File: src/rtl/poly_eval_pkg.sv
// Shared encodings for the polynomial-evaluation invoke controller.
// Optional watchdog is enabled with the POLY_WATCHDOG_EN macro (see top level).
package poly_eval_pkg;

   // Firing modes presented to the level-2 FSM
   typedef enum logic [2:0] {
      ModeGetCommand = 3'd0,
      ModeStp        = 3'd1,
      ModeEvp        = 3'd2,
      ModeEvb        = 3'd3,
      ModeOutput     = 3'd4,
      ModeRst        = 3'd5,
      ModeNone       = 3'd7
   } mode_e;

   // Opcodes delivered by the get_command level-3 FSM
   localparam logic [7:0] OpStp = 8'h01;
   localparam logic [7:0] OpEvp = 8'h02;
   localparam logic [7:0] OpEvb = 8'h03;
   localparam logic [7:0] OpRst = 8'h04;

   // Controller states
   typedef enum logic [2:0] {
      StIdle   = 3'd0,
      StCheck  = 3'd1,
      StStart  = 3'd2,
      StWait   = 3'd3,
      StUpdate = 3'd4
   } state_e;

   // Width of a population / free-space port for a FIFO of the given depth
   function automatic int unsigned calc_pw(input int unsigned depth);
      return $clog2(depth) + 1;
   endfunction

endpackage

File: src/rtl/poly_eval_invoke_fsm1_enable_check.sv
// Combinational firing-enable test: does the FIFO state satisfy the pending mode?
module poly_enable_check
   import poly_eval_pkg::*;
#(
   parameter int unsigned PW = 11
) (
   input  mode_e           mode,
   input  logic [PW-1:0]   pop_in_command,
   input  logic [PW-1:0]   pop_in_data,
   input  logic [PW-1:0]   free_out_result,
   input  logic [PW-1:0]   free_out_status,
   input  logic [4:0]      arg_n,
   output logic            enabled
);

   // N+1 in 6 bits so N=31 demands 32 tokens without wrapping
   logic [5:0] need_stp;
   assign need_stp = {1'b0, arg_n} + 6'd1;

   // Decode the token/space requirement of each mode
   always_comb begin
      enabled = 1'b0;
      unique case (mode)
         ModeGetCommand: enabled = (pop_in_command >= PW'(1));
         ModeStp:        enabled = (pop_in_data >= PW'(need_stp));
         ModeEvp:        enabled = (pop_in_data >= PW'(1));
         ModeEvb:        enabled = (pop_in_data >= PW'(2));
         ModeRst:        enabled = 1'b1;
         ModeOutput:     enabled = (free_out_result >= PW'(1)) && (free_out_status >= PW'(1));
         default:        enabled = 1'b0;
      endcase
   end

endmodule

File: src/rtl/poly_eval_invoke_fsm1.sv
// Level-1 CFDF invoke controller for the polynomial-evaluation actor.
// Sequence: GET_COMMAND -> {STP|EVP|EVB|RST} -> OUTPUT -> GET_COMMAND.
// Define POLY_WATCHDOG_EN to add a WAIT-state watchdog that sets wdog_err.
module poly_eval_invoke_fsm1
   import poly_eval_pkg::*;
#(
   parameter int unsigned word_size   = 16,
   parameter int unsigned buffer_size = 1024,
   parameter int unsigned WDOG_CYCLES = 4096,
   localparam int unsigned PW = calc_pw(buffer_size)
) (
   input  logic          clk,
   input  logic          rst,
   input  logic          invoke,
   input  logic [PW-1:0] pop_in_command,
   input  logic [PW-1:0] pop_in_data,
   input  logic [PW-1:0] free_out_result,
   input  logic [PW-1:0] free_out_status,
   input  logic [7:0]    instr_in,
   input  logic [4:0]    arg2_in,
   input  logic [1:0]    error_in,
   input  logic          done_fsm2,
   output logic          start_fsm2,
   output logic [2:0]    next_mode_out,
   output logic          busy,
   output logic          wdog_err
);

   // word_size only mirrors FSM2; reject nonsense configurations at elaboration
   if (word_size == 0) begin : g_bad_word_size
      $error("word_size must be nonzero");
   end
   if (WDOG_CYCLES < 2 || WDOG_CYCLES > 65536) begin : g_bad_wdog
      $error("WDOG_CYCLES must be in 2..65536");
   end

   state_e     state_q;
   mode_e      mode_q;
   mode_e      upd_mode;
   logic [7:0] instr_q;
   logic [4:0] arg_n_q;
   logic [1:0] err_q;
   logic       enabled;

`ifdef POLY_WATCHDOG_EN
   logic [15:0] wdog_cnt_q;
   logic        wdog_hit_q;
`else
   assign wdog_err = 1'b0;
`endif

   poly_enable_check #(
      .PW (PW)
   ) u_enable_check (
      .mode            (mode_q),
      .pop_in_command  (pop_in_command),
      .pop_in_data     (pop_in_data),
      .free_out_result (free_out_result),
      .free_out_status (free_out_status),
      .arg_n           (arg_n_q),
      .enabled         (enabled)
   );

   // Next firing mode, derived from the mode just completed and the captured command
   always_comb begin
      upd_mode = ModeOutput;
      unique case (mode_q)
         ModeGetCommand: begin
            if (err_q != 2'd0) begin
               upd_mode = ModeOutput;
            end else begin
               case (instr_q)
                  OpStp:   upd_mode = ModeStp;
                  OpEvp:   upd_mode = ModeEvp;
                  OpEvb:   upd_mode = ModeEvb;
                  OpRst:   upd_mode = ModeRst;
                  default: upd_mode = ModeOutput;
               endcase
            end
         end
         ModeOutput: upd_mode = ModeGetCommand;
         default:    upd_mode = ModeOutput;
      endcase
`ifdef POLY_WATCHDOG_EN
      // A timed-out firing restarts the command sequence
      if (wdog_hit_q) upd_mode = ModeGetCommand;
`endif
   end

   // Controller state machine with registered outputs
   always_ff @(posedge clk) begin
      if (rst) begin
         state_q       <= StIdle;
         mode_q        <= ModeGetCommand;
         instr_q       <= 8'd0;
         arg_n_q       <= 5'd0;
         err_q         <= 2'd0;
         start_fsm2    <= 1'b0;
         next_mode_out <= ModeNone;
         busy          <= 1'b0;
`ifdef POLY_WATCHDOG_EN
         wdog_cnt_q    <= 16'd0;
         wdog_hit_q    <= 1'b0;
         wdog_err      <= 1'b0;
`endif
      end else begin
         start_fsm2 <= 1'b0;
         unique case (state_q)
            StIdle: begin
               if (invoke) state_q <= StCheck;
            end
            StCheck: begin
               // Enable wins over invoke: invoke only parks when the firing is blocked
               if (enabled) begin
                  state_q       <= StStart;
                  start_fsm2    <= 1'b1;
                  next_mode_out <= mode_q;
                  busy          <= 1'b1;
               end else if (!invoke) begin
                  state_q <= StIdle;
               end
            end
            StStart: begin
               // done_fsm2 is deliberately not looked at here
               state_q <= StWait;
`ifdef POLY_WATCHDOG_EN
               wdog_cnt_q <= 16'd0;
`endif
            end
            StWait: begin
               if (done_fsm2) begin
                  state_q <= StUpdate;
                  if (mode_q == ModeGetCommand) begin
                     instr_q <= instr_in;
                     arg_n_q <= arg2_in;
                     err_q   <= error_in;
                  end
`ifdef POLY_WATCHDOG_EN
               end else if (wdog_cnt_q == 16'(WDOG_CYCLES - 1)) begin
                  state_q    <= StUpdate;
                  wdog_hit_q <= 1'b1;
                  wdog_err   <= 1'b1;
               end else begin
                  wdog_cnt_q <= wdog_cnt_q + 16'd1;
`endif
               end
            end
            StUpdate: begin
               state_q       <= StCheck;
               mode_q        <= upd_mode;
               next_mode_out <= ModeNone;
               busy          <= 1'b0;
`ifdef POLY_WATCHDOG_EN
               wdog_hit_q    <= 1'b0;
`endif
            end
            default: begin
               state_q       <= StIdle;
               next_mode_out <= ModeNone;
               busy          <= 1'b0;
            end
         endcase
      end
   end

endmodule

File: config.mk
export PLATFORM = sky130hd
export DESIGN_NAME = poly_eval_invoke_fsm1
export DESIGN_NICKNAME = d
export VERILOG_FILES = /design/src/rtl/poly_eval_pkg.sv /design/src/rtl/poly_eval_invoke_fsm1_enable_check.sv /design/src/rtl/poly_eval_invoke_fsm1.sv
export SDC_FILE = /design/constraint.sdc
export NUM_CORES = 1
export LEC_CHECK = 0
export BUFFER_PORTS_ARGS = -buffer_cell sky130_fd_sc_hd__buf_2
export CELL_PAD_IN_SITES_DETAIL_PLACEMENT = 1
export CELL_PAD_IN_SITES_GLOBAL_PLACEMENT = 1
export CORE_ASPECT_RATIO = 1.75
export CORE_MARGIN = 2
export CORE_UTILIZATION = 25
export DETAILED_ROUTE_END_ITERATION = 10
export GPL_TIMING_DRIVEN = 0
export MAX_ROUTING_LAYER = met4
export PLACE_DENSITY_LB_ADDON = 0.1
export SYNTH_ARGS = -nofsm -noshare
export SYNTH_HDL_FRONTEND = slang
export SYNTH_SLANG_ARGS = --single-unit
File: constraint.sdc
create_clock -name clk -period 2.6 [get_ports clk]
set_input_delay 0.78 -clock clk [delete_from_list [all_inputs] [get_ports clk]]
set_output_delay 0.78 -clock clk [all_outputs]
set_load 0.01 [all_outputs]
==> summary.md, run 1 <==
| Metric | Value |
|---|---|
| CTS sink cnt | 26 |
| Initial core utilization | 25.6% |
| Vias per cell | 4.74 |
| Hold Path Depth | 2 |
| Flop2flop setup slack | 0.32 ns |
| Worst-Margin Slew | 0.554 ns |
| Worst Hold Class | flip-flop to flip-flop |
| Largest family of logic cells by synthesized area | simple AND/OR/NAND/NOR gates |
| Die Width | 60.7 µm |
| Crit share post-route | 87.9% |
| Vert. Die Dim | 103 µm |
| Remaining global-route overflow | 0 |
| Die area | 6270 µm² |
| Placer Congestion | 0.690 |
| Worst Path Arrival | 2.47 ns |
| Cell Area, Synth | 1410 µm² |
| Final Util | between 30% and 40% |
| Initial antenna violation count | 0 |
| DRC | 0 |
| Inserted Diodes | 0 |
| Clk root buf | clkbuf_8 |
| CP Capture Point | next_mode_out[0] |
| Setup TNS | 0 ns |
| Status | completed |
| Via count | 1535 |
| # Post-CTS Setup Buffers | 0 |
| CP max FO | 4 |
| Mapped Avg Cell Area | 7.95 µm² |
| Row count | 36 |
| Data required time of the worst path | 2.78 ns |
| Unrepaired setup endpoints after global routing | false |
| Yosys warnings | 0 |
| Max VDD drop | 0.000266 V |
| Crit path kind | flip-flop to flip-flop |
| Mux contribution to synthesized area | 0.711% |
| Post-CTS Resized | 0 |
| Setup violators final | 0 |
| Min cycle time layout | 2.28 ns |
| First DRT Iteration DRCs | 22 |
| Dpl hpwl | 3510 µm |
| Slew HR | 63.1% |
| Worst Setup End Kind | flip-flop |
| I/O Buffers | 67 |
| CTS Hold Buffers Added | 0 |
| Max Clock Skew | between 0.004 and 0.005 ns |
| Sequential element share of the synthesized area | 37.0% |
| Worst-skew pair later-pin latency | 0.28 ns |
| Crit path launch type | flip-flop |
| Placeable core area | 5500 µm² |
| Max-cap violations | 0 |
| Synth Area in Compound Gates | 21.0% |
| Largest net degree at the start of global routing | 16 |
| Synth Instances | ~180 |
| Max Root-Sink Buffers | 2 |
| Pre-antenna DRT Iters | 3 |
| Area grow syn2layout | 35.6% |
| Synthesized flop and latch total | 26 |
| First-pass GRT wire length | 6730 µm |
| Mapped Nets | 247 |
| Max Transition Viols Final | 0 |
| Leakage | about 0.77 nW |
| Async SR Flop Fraction | 0% |
| Fmax | 438 MHz |
| Worst r2r src | arg_n_q[2] |
| CTS Buf Count | 3 |
| CTS clk-pin slew, worst paths | around 0.10 ns |
| Reg2Reg Depth | 7 |
| Synth cell types | 42 |
| Average wire per standard cell | 12.9 µm |
| PD cells | 475 nW/µm² |
| Vias in the first global route | about 1600 |
| Final net count | 319 |
| Main synth FF type | dfxtp_1 |
| CTS tree | done |
| Antenna viol nets, final | 0 |
| Post-synth EDFFs | 0 |
| Worst Setup SP | arg_n_q[2] |
| Reg-to-Reg End | next_mode_out[0] |
| Synth Area in XOR/XNOR | 1.87% |
| Max H-tree Level | 1 |
| Share of cells above drive strength 1 | between 30 and 40% |
| Adder-cell share of the synthesized area | roughly 6.2% |
| GRT Resource Usage Total | 14.7% |
| Simple-Gate Fraction of Synth Area | 29.0% |
| Top Ports | 69 |
| WL final | about 4200 µm |
| Final hold viol count | 0 |
| Fin Hold WS | ~0.46 ns |
## cells by family after synthesis
logic type / count (synthesis)
and+or+nand+nor: 82
xor gates and xnor gates: 3
DFF: 26
buffers and inverters: 13
muxes: 1
AOI/OAI and AO/OA: 44
adders and majority gates: 7
other: 1
## per-stage QoR
| stage | std cells | total power, mW | area (µm²) | setup WS [ns] |
|---|---|---|---|---|
| finish | 324 | 0.906 | 1910 | 0.316 |
| global route | 324 | 0.953 | 1910 | 0.196 |
| CTS | 324 | 0.921 | 1910 | 0.295 |
| detailed placement | 320 | 0.570 | 1840 | 0.0292 |
| global placement | 320 | 0.567 | 1840 | 0.0206 |
| floorplan | 177 | 0.495 | 1410 | 0.362 |
## layout make-up
class / instances / area [µm²]
Inverter: 7 / 26.3
Timing Repair Buffer: 67 / 335
Clock buffer: 3 / 41.3
Multi-Input combinational cell: 138 / 831
Tap cell: 76 / 95.1
Buffer: 6 / 30.0
Clock inverter: 1 / 30.0
Fill cell: 723 / 3590
Sequential cell: 26 / 520
## cell usage after synthesis (3+ instances only)
| cell type | instances | area share, % |
|---|---|---|
| a211oi_1 | 3 | 1.6 |
| nand2_1 | 37 | 9.9 |
| nor2_1 | 9 | 2.4 |
| a21oi_1 | 22 | 7.8 |
| dfxtp_1 | 26 | 37 |
| buf_2 | 3 | 1.1 |
| inv_1 | 7 | 1.9 |
| nor3_1 | 4 | 1.4 |
| ha_1 | 7 | 6.2 |
| nand2b_1 | 3 | 1.3 |
| o21ai_1 | 3 | 1.1 |
| nor4_1 | 12 | 5.3 |
| nand3_1 | 5 | 1.8 |
## report_power, final
group / leakage, nW / internal (mW) / switching (mW) / total (mW)
clock: 0.0357 / 0.206 / 0.142 / 0.348
sequential: 0.211 / 0.413 / 0.0129 / 0.426
combinational: 0.519 / 0.0680 / 0.0644 / 0.132
total: 0.766 / 0.687 / 0.219 / 0.906
## layer usage
layer,wire length [µm],track usage [%],up-vias
li1,-,-,776
met1,1560,13.5,709
met2,2320,28.8,46
met3,238,2.49,4
met4,63,5.52,0
met5,0,-,-
## placed cells by master (no fill, tap or decap), types with 2 or more instances in the layout
| cell | instances |
|---|---|
| buf_2 | 70 |
| nand2_1 | 37 |
| dfxtp_1 | 26 |
| a21oi_1 | 22 |
| nor4_1 | 12 |
| nor2_1 | 9 |
| inv_1 | 7 |
| ha_1 | 7 |
| nand3_1 | 5 |
| nor3_1 | 4 |
| o21ai_1 | 3 |
| a211oi_1 | 3 |
| nand2b_1 | 3 |
| clkbuf_8 | 3 |
| xnor2_1 | 2 |
| or3_1 | 2 |
| clkbuf_1 | 2 |
| a31oi_1 | 2 |
| o21ai_0 | 2 |
| o21a_1 | 2 |
| o211ai_1 | 2 |
## registers in the layout, summed over array words and instances (netlist names)
name           count
arg_n_q            5
busy               1
err_q              2
instr_q            8
mode_q             3
next_mode_out      3
start_fsm2         1
state_q            3
## how the worst min path moves through the flow
stage / start / to / slack [ns]
finish: instr_q[5] / instr_q[5] / 0.46
global route: err_q[0] / err_q[0] / 0.48
CTS: err_q[0] / err_q[0] / 0.47
detailed placement: instr_q[5] / instr_q[5] / 0.45
global placement: instr_q[3] / instr_q[3] / 0.45
floorplan: instr_q[5] / instr_q[5] / 0.44
## critical path: stages (launching register included)
cell and delay (ns):
dfxtp_1 0.39, and3_1 0.21, nand3_1 0.09, ha_1 0.31
a211oi_1 0.48, a41oi_4 0.20, or3_1 0.34, a21o_1 0.16
No activity file was read; power rests on OpenSTA's default activity.
==> run 2, diff against run 1 <==
Settings changed: CELL_PAD_IN_SITES_DETAIL_PLACEMENT 1 to 2, CELL_PAD_IN_SITES_GLOBAL_PLACEMENT 1 to 2, CORE_UTILIZATION 25 to 24.
==> run 2 against run 1 <==
Compared with the run above:
- cell area fell by 0.85%
- utilization down 1.1 points
- sequential cell count stayed put
- largest power group unchanged
==> summary.md, run 2 (synthesis gave the netlist of run 1 again) <==
| Metric | Value |
|---|---|
| Status | completed |
| Worst Hold Class | flip-flop to flip-flop |
| Vias in the first global route | 1731 |
| Largest net degree at the start of global routing | 15 |
| Fmax | around 430 MHz |
| Slew HR | 58.4% |
| Reg power frac | 51.5% |
| First-pass GRT wire length | between 7000 and 8000 µm |
| Unrepaired setup endpoints after global routing | false |
| DRC | 0 |
| Fin Hold WS | 0.459 ns |
| # Post-CTS Setup Buffers | 0 |
| Min cycle time layout | 2.30 ns |
| Final net count | 319 |
| Combinational share of power | 16.2% |
| Setup violators final | 0 |
| Worst Path Arrival | around 2.5 ns |
| Worst Setup SP | arg_n_q[2] |
| Vias per cell | 4.84 |
| Crit path kind | flip-flop to flip-flop |
| Crit share post-route | between 80% and 90% |
| I/O Buffers | 67 |
| Placer Congestion | 0.727 |
| Psw | 210 µW |
| CTS Hold Buffers Added | 0 |
| Worst Setup End Kind | flip-flop |
| Max H-tree Level | 1 |
| Worst r2r src | arg_n_q[2] |
| Crit path launch type | flip-flop |
| Top reg by flops | instr_q |
| Setup TNS | 0 ns |
| Biggest regs | instr_q: 8 flops, arg_n_q: 5 flops |
| Via count | around 1600 |
| Layout fillers | between 700 and 800 |
| Average wire per standard cell | around 14 µm |
| PD cells | 437 nW/µm² |
| Max Transition Viols Final | 0 |
| CTS tree | done |
| Worst hold path startpoint | instr_q[4] |
| Post-CTS Resized | 0 |
| Vert. Die Dim | ~110 µm |
| Leakage | ~0.76 nW |
| Die Width | 61.9 µm |
| CP max FO | 4 |
| Initial antenna violation count | 0 |
| Max Clock Skew | approximately 0.0022 ns |
| Final Power | 827 µW |
| Data required time of the worst path | about 2.8 ns |
| Remaining global-route overflow | 0 |
| Multi-input gate area | 831 µm² |
| Max Root-Sink Buffers | 2 |
| Clk pwr share | 32.3% |
| CTS sink cnt | 26 |
| Initial core utilization | 25.0% |
| Placeable core area | 5630 µm² |
| CTS Buf Count | 3 |
| CTS clk-pin slew, worst paths | about 0.090 ns |
| Share of cells above drive strength 1 | between 30% and 40% |
| Largest register FFs | 8 |
| WL final | 4460 µm |
| Worst-skew pair later-pin latency | 0.27 ns |
| Max VDD drop | 0.000227 V |
| Sequential cell area | about 520 µm² |
| Final hold viol count | 0 |
| Antenna viol nets, final | 0 |
| Pre-antenna DRT Iters | 4 |
| Commonest non-fill, non-tap cells in the layout | buf_2, nand2_1, dfxtp_1, a21oi_1, nor4_1 |
| First DRT Iteration DRCs | 6 |
| Max-cap violations | 0 |
| Inserted Diodes | 0 |
| Internal power | 617 µW |
| Area grow syn2layout | 34.5% |
| Top Ports | 69 |
| Die area | 6520 µm² |
| Most common cell after layout, fill and taps aside | buf_2 |
| Row count | 36 |
| Clk root buf | clkbuf_8 |
| Dpl hpwl | a little under 4000 µm |
| GRT Resource Usage Total | about 15% |
| Switch share | roughly a quarter |
| Worst-Margin Slew | between 0.6 and 0.7 ns |
-- run 2: changes by cell type in the layout (fill, tap and decap cells not counted) --
cell,previous run,this run
clkbuf_8,3,4
bufinv_16,1,0
-- run 2: routing by layer --
layer / up-vias / wire [µm] / GRT usage (%)
met5: - / 0 / -
met1: 732 / 1510 / 12.7
li1: 778 / - / -
met2: 54 / 2630 / 30.5
met4: 0 / 58 / 4.10
met3: 5 / 261 / 1.72
-- run 2: layout make-up --
cell class                      instances  share of cell area, %
Buffer                                  6                   1.59
Clock buffer                            4                   2.91
Inverter                                7                   1.39
Multi-Input combinational cell        138                   43.9
Sequential cell                        26                   27.5
Tap cell                               76                   5.02
Timing Repair Buffer                   67                   17.7
-- run 2: path summary, 6_finish.rpt --
path | endpoint | slack, ns | depth (start not counted)
worst min register to register | instr_q[4] | 0.46 | 2
worst max register to register | next_mode_out[0] | 0.30 | 7
worst max-delay path | next_mode_out[0] | 0.30 | 7
worst min-delay path | instr_q[4] | 0.46 | 2
-- run 2: power groups by stage --
stage / registers, mW / logic (mW) / clock network (mW)
final: 0.426 / 0.134 / 0.267
after global routing: 0.429 / 0.153 / 0.296
after CTS: 0.427 / 0.137 / 0.278
after detailed placement: 0.436 / 0.137 / 0
after floorplan: 0.436 / 0.0585 / 0
after global placement: 0.435 / 0.132 / 0
-- run 2: critical path, cell delays in order, from the launching register on --
cell and delay (ns):
dfxtp_1 0.39, and3_1 0.22, nand3_1 0.10, ha_1 0.32
a211oi_1 0.49, a41oi_4 0.21, or3_1 0.33, a21o_1 0.15
-- run 2: metrics by stage --
step                cell area, µm²  setup WS (ns)  util (%)  instances
global placement              1840          0.102      32.6        320
detailed placement            1840         0.0680      32.6        320
floorplan                     1410          0.362         -        177
finish                        1890          0.299      33.6        324
CTS                           1890          0.262      33.6        324
global route                  1890          0.133      33.6        324
